`config.mk`:
```
export PLATFORM = sky130hd
export DESIGN_NAME = button_gesture
export DESIGN_NICKNAME = d
export VERILOG_FILES = /design/src/rtl/button_gesture.sv
export SDC_FILE = /design/constraint.sdc
export NUM_CORES = 1
export LEC_CHECK = 0
export BUFFER_PORTS_ARGS = -buffer_cell sky130_fd_sc_hd__buf_2
export CORE_AREA = 5 5 42 44
export CTS_BUF_LIST = sky130_fd_sc_hd__clkbuf_4
export DETAILED_ROUTE_END_ITERATION = 6
export DIE_AREA = 0 0 47 49
export PLACE_DENSITY_LB_ADDON = 0.15
export SLEW_MARGIN = 10
export SYNTH_ARGS = -nofsm -noshare
export SYNTH_HDL_FRONTEND = slang
export SYNTH_SLANG_ARGS = --single-unit
```
`constraint.sdc`:
```
create_clock -name clk -period 2.8 [get_ports clk]
set_input_delay 0.56 -clock clk [delete_from_list [all_inputs] [get_ports clk]]
set_output_delay 0.56 -clock clk [all_outputs]
set_load 0.01 [all_outputs]
```
`src/rtl/button_gesture.sv`:
```
// Classifies a debounced button level into single-click, double-click and
// long-press event pulses using one FSM and a single shared up-counter.
module button_gesture #(
  parameter int LONG_TICKS   = 50,
  parameter int DOUBLE_TICKS = 20
) (
  input  logic clk,
  input  logic rst,
  input  logic btn_level,
  output logic click,
  output logic double_click,
  output logic long_press,
  output logic busy
);

  localparam int MAX_TICKS = (LONG_TICKS > DOUBLE_TICKS) ? LONG_TICKS : DOUBLE_TICKS;
  localparam int CW        = $clog2(MAX_TICKS) + 1;

  typedef enum logic [2:0] {
    S_IDLE      = 3'd0,
    S_PRESS1    = 3'd1,
    S_WAIT2     = 3'd2,
    S_PRESS2    = 3'd3,
    S_LONG_HELD = 3'd4
  } state_t;

  state_t          r_state;
  logic [CW-1:0]   r_cnt;
  logic            r_click;
  logic            r_double_click;
  logic            r_long_press;
  logic            w_long_hit;
  logic            w_double_hit;

  // Terminal-count matches compare the counter value before this edge's increment.
  assign w_long_hit   = (r_cnt == CW'(LONG_TICKS - 1));
  assign w_double_hit = (r_cnt == CW'(DOUBLE_TICKS - 1));

  // Gesture FSM, shared counter and one-cycle event pulses.
  always_ff @(posedge clk) begin
    if (rst) begin
      r_state        <= S_IDLE;
      r_cnt          <= '0;
      r_click        <= 1'b0;
      r_double_click <= 1'b0;
      r_long_press   <= 1'b0;
    end else begin
      r_click        <= 1'b0;
      r_double_click <= 1'b0;
      r_long_press   <= 1'b0;
      case (r_state)
        S_IDLE: begin
          if (btn_level) begin
            r_cnt   <= '0;
            r_state <= S_PRESS1;
          end else begin
            r_state <= S_IDLE;
          end
        end
        S_PRESS1: begin
          r_cnt <= r_cnt + CW'(1);
          // A release on the terminal edge wins over the long-press timeout.
          if (!btn_level) begin
            r_cnt   <= '0;
            r_state <= S_WAIT2;
          end else if (w_long_hit) begin
            r_long_press <= 1'b1;
            r_state      <= S_LONG_HELD;
          end else begin
            r_state <= S_PRESS1;
          end
        end
        S_WAIT2: begin
          r_cnt <= r_cnt + CW'(1);
          if (btn_level) begin
            r_cnt   <= '0;
            r_state <= S_PRESS2;
          end else if (w_double_hit) begin
            r_click <= 1'b1;
            r_state <= S_IDLE;
          end else begin
            r_state <= S_WAIT2;
          end
        end
        S_PRESS2: begin
          r_cnt <= r_cnt + CW'(1);
          if (!btn_level) begin
            r_double_click <= 1'b1;
            r_state        <= S_IDLE;
          end else if (w_long_hit) begin
            r_double_click <= 1'b1;
            r_state        <= S_LONG_HELD;
          end else begin
            r_state <= S_PRESS2;
          end
        end
        S_LONG_HELD: begin
          if (btn_level) begin
            r_state <= S_LONG_HELD;
          end else begin
            r_state <= S_IDLE;
          end
        end
        default: begin
          r_cnt   <= '0;
          r_state <= S_IDLE;
        end
      endcase
    end
  end

  assign click        = r_click;
  assign double_click = r_double_click;
  assign long_press   = r_long_press;
  assign busy         = (r_state != S_IDLE);

endmodule

```
# Word-level counts from Yosys, hierarchy flattened
# Index checks and enable logic that the tools add are counted.
# classes
addsub	1
n_eq_ne	7
mux	16
bitwise	5
reduce_logical	6
# op_table
operator	n
$pmux 7 s5	1
$mux 7	3
$mux 3	5
$pmux 3 s5	1
$add 7x1->7 const B	1
$eq 7x5->1 const B	1
$eq 7x6->1 const B	1
$eq 3x2->1 const B	2
$reduce_or 3->1	2
$not 1->1	5
$mux 1	4
$mux 2	2
$eq 3x1->1 const B	1
$eq 3x3->1 const B	1
$logic_not 3->1	1
$reduce_bool 3->1	1
$ne 2x2->1 const B	1
$reduce_and 2->1	1
$reduce_or 2->1	1
# totals
register_bits	13
in_bits	3
out_inout_bits	4
wordCells	40

# Longest topological paths before layout
# logic_depth
word_depth	4
ltp_mapped	5
mapped_depth_nobuf	5

# Least setup slack after synthesis
# Ideal clock, no wire load.
# synth_timing
kind	input-to-reg
start	input port btn_level
end	register r_cnt[5]
setup_time_ns	0.131
arrival_ns	1.401
t_required_ns	2.669
path_slack_ns	1.268
cell_stages	4
n_path_buf	1
cell_sequence	buf_2 > mux2_2 > a32oi_1 > o32ai_1
# synth_via
elab_chain_len	2
elab_cells_between_ends	5
cone_classes	eq/ne (1); mux (3); reduce/logical (1)
# synth_lines
element	line	text
start: declaration	9	input logic btn_level,
$mux 7 (tied with other cells)	75	if (btn_level) begin
$pmux 7 s5 or $reduce_and 2->1 (tied branches)	-	
end signal: assignment	61	r_cnt <= r_cnt + CW'(1);
end signal: assignment	74	r_cnt <= r_cnt + CW'(1);
end signal: assignment	86	r_cnt <= r_cnt + CW'(1);
end: declaration	28	logic [CW-1:0] r_cnt;
# Several ways; a longest one is shown, not always the timed one.
# A chain may end at the register's enable or synchronous reset.

# Final worst setup path
# layout_timing
start	register r_state[2]
end	output port busy
# layout_via
elab_chain_len	1
# layout_lines
element	line	text
start: declaration	27	state_t r_state;
start signal: assignment	42	r_state <= S_IDLE;
start signal: assignment	55	r_state <= S_PRESS1;
start signal: assignment	57	r_state <= S_IDLE;
$reduce_bool 3->1	115	assign busy = (r_state != S_IDLE);
end: declaration	13	output logic busy
# Every way passes these cells.

==> load_flow_metrics.sql <==
INSERT INTO impl_metrics (metric_group, metric, value, unit) VALUES
('setup_path', 'critical_path.top_delay_family', 'buffers and inverters', ''),
('synth', 'ys_seq_elements', '13', ''),
('clocking', 'cts-hold-fix-buffers', '0', ''),
('pwr', 'power.share.combinational', '9.2', '%'),
('setup_path', 'worst_setup_path_end_kind', 'output port', ''),
('setup_path', 'critPathMaxFanout', '11', ''),
('floorplan', 'coreArea', '1400', 'um^2'),
('finish', 'fillers', '128', ''),
('global_routing', 'groute.usage.overall', '15.3', '%'),
('sta', 'grt_setup_unrepaired', 'false', ''),
('clocking', 'h-tree-depth', '1', ''),
('route', 'routed_wl', '1560', 'um'),
('clocking', 'worst_path_clk_slew', '80', 'ps'),
('placed_design', 'dpl.hpwl', '1090', 'um'),
('sta', 'timing_hold_violations_final', '0', ''),
('pwr', 'seq_power_share', '54.5', '%'),
('setup_path', 'crit_end', 'busy', ''),
('setup_path', 'worst_path_largest_cell_delay', '340', 'ps'),
('pwr', 'internal_power', '0.264', 'mW'),
('global_routing', 'first_global_vias', '592', ''),
('setup_path', 'timing.critical_path.required', '2240', 'ps'),
('global_routing', 'grt.busiest_layer', 'met2', ''),
('sta', 'timing.clock.skew', '4.24', 'ps'),
('job', 'cap_violations', '0', ''),
('run_status', 'outcome', 'complete, no violations', ''),
('sta', 'final-max-slew-violation-count', '0', ''),
('pwr', 'p_leak', '0.305', 'nW'),
('route', 'antenna_left', '0', ''),
('hold_path', 'min_path_type', 'reg -> reg', ''),
('finish', 'area_delta_synth_final', '10.6', '%'),
('setup_path', 'r2r_slack', '1330', 'ps'),
('sta', 'final.setup.tns', '0', 'ps'),
('finish', 'fin_nets', '96', ''),
('setup_path', 'critical_path_depth', '3', ''),
('finish', 'most-common-layout-cells', '13 x dfxtp_1, 10 x nand3_1, 7 x nand2_1', ''),
('floorplan', 'std_cell_rows', '14', ''),
('pwr', 'netSwitchingFraction', '24.6', '%'),
('floorplan', 'fp.dieW', '47', 'um'),
('synth', 'post_synth_instance_area', '711', 'um^2'),
('synth', 'yosysWarningCount', '0', ''),
('finish', 'ff_latch_area', '260', 'um^2'),
('route', 'average_via_count_per_standard_cell', '6.12', ''),
('floorplan', 'die_y', '49', 'um'),
('synth', 'synth_cell_type_count', '37', ''),
('setup_path', 'timing.critical_path.cells', 'inv_1 -> nand2_1 -> buf_2', ''),
('global_routing', 'grt_overflow', '0', ''),
('synth', 'synth_cells', '82', ''),
('setup_path', 'crit_path_start_kind', 'flip-flop', ''),
('synth', 'synth_edf_count', '0', ''),
('global_routing', 'grt_pass1_wl', '2590', 'um'),
('sta', 'finalSetupViolations', '0', ''),
('floorplan', 'start_util', '50.7', '%'),
('clocking', 'numCtsBuffers', '3', ''),
('setup_path', 'crit_path_start', 'r_state[2]', ''),
('setup_path', 'timing.critical_path.buf_inv', '2', ''),
('global_routing', 'use_met3', '4.06', '%'),
('global_routing', 'initial_antenna_violation_count', '0', ''),
('clocking', 'post_cts.repair.setup_buffers', '0', ''),
('sta', 'final_min_period_over_clock_period', '59.4', '%'),
('setup_path', 'rr_endpoint', 'r_state[0]', ''),
('synth', 'ys.flop_type', 'dfxtp_1', ''),
('global_routing', 'grtUsageMet1', '19.6', '%'),
('sta', 'final_period_minus_worst_setup_slack', '1660', 'ps'),
('sta', 'worst_margin_slew', '326', 'ps'),
('synth', 'synth_area_leader_cell', 'dfxtp_1', ''),
('finish', 'drive_gt1_share', '17.8', '%'),
('clocking', 'root_buffer', 'clkbuf_4', ''),
('setup_path', 'r2r_start', 'r_cnt[2]', ''),
('floorplan', 'boundaryPins', '7', ''),
('pwr', 'finalPower', '0.351', 'mW'),
('sta', 'setup_slack', '1140', 'ps');
## stage by stage
step                      hold slack (ps)  util, %  cell area (um^2)
after detailed placement              507     53.9               756
after floorplan                       465        -               711
final                                 523     56.1               786
after CTS                             519     56.1               786
after global routing                  541     56.1               786
after global placement                500     53.9               756
## cell usage after synthesis (all sizes together) (2+ instances only)
cell and count:
nand4b 2, o2111ai 2, o211ai 2, nor2 2
or3 3, nand2 7, nor3b 2, and2 2
dfxtp 13, a21oi 2, clkbuf 2, inv 4
nand2b 2, o21ai 2, nand3 10, ha 2
and3 2, nor2b 3, a32oi 2
## how the worst min path moves through the flow
stage | cells after the start | start | to | slack, ps
after CTS | 1 | r_state[1] | long_press | 520
after global placement | 2 | r_cnt[1] | r_cnt[1] | 500
after detailed placement | 1 | r_state[1] | long_press | 510
final | 1 | r_state[1] | long_press | 520
after global routing | 1 | r_state[1] | long_press | 540
after floorplan | 1 | r_state[1] | long_press | 460
## power groups by stage
stage,sequential [mW],combinational (mW),clock [mW]
4_1_cts,0.191,0.0322,0.130
3_3_place_gp,0.195,0.0314,0
6_report,0.191,0.0323,0.127
2_1_floorplan,0.194,0.0220,0
3_5_place_dp,0.195,0.0320,0
5_1_grt,0.192,0.0364,0.140
## metal layers
layer / vias up / share of wire (%)
met5: - / 0
met4: 0 / 0.64
met3: 2 / 3.3
met2: 8 / 50
met1: 311 / 46
li1: 328 / -
## cell families (layout without fill, tap and decap cells)
family	Yosys count	count (layout)	share of synthesized area, %
AO/OA/AOI/OAI	15	15	15.5
adder cells (fa/ha/maj)	2	2	3.52
buffers and inverters	7	15	3.87
flip-flops	13	13	36.6
multiplexers	2	2	2.99
AND/OR/NAND/NOR	43	43	37.5
## state kept, by name, summed over array words and instances, names as in the netlist
| register | flops |
|---|---|
| double_click | 1 |
| click | 1 |
| r_cnt | 7 |
| long_press | 1 |
| r_state | 3 |
## layout make-up
class / count / area share [%]
Sequential cell: 13 / 33.1
Timing Repair Buffer: 7 / 4.78
Multi-Input combinational cell: 62 / 53.8
Clock buffer: 4 / 3.82
Inverter: 4 / 1.91
Tap cell: 16 / 2.55
Note: power is estimated with default switching activity, not from simulation.
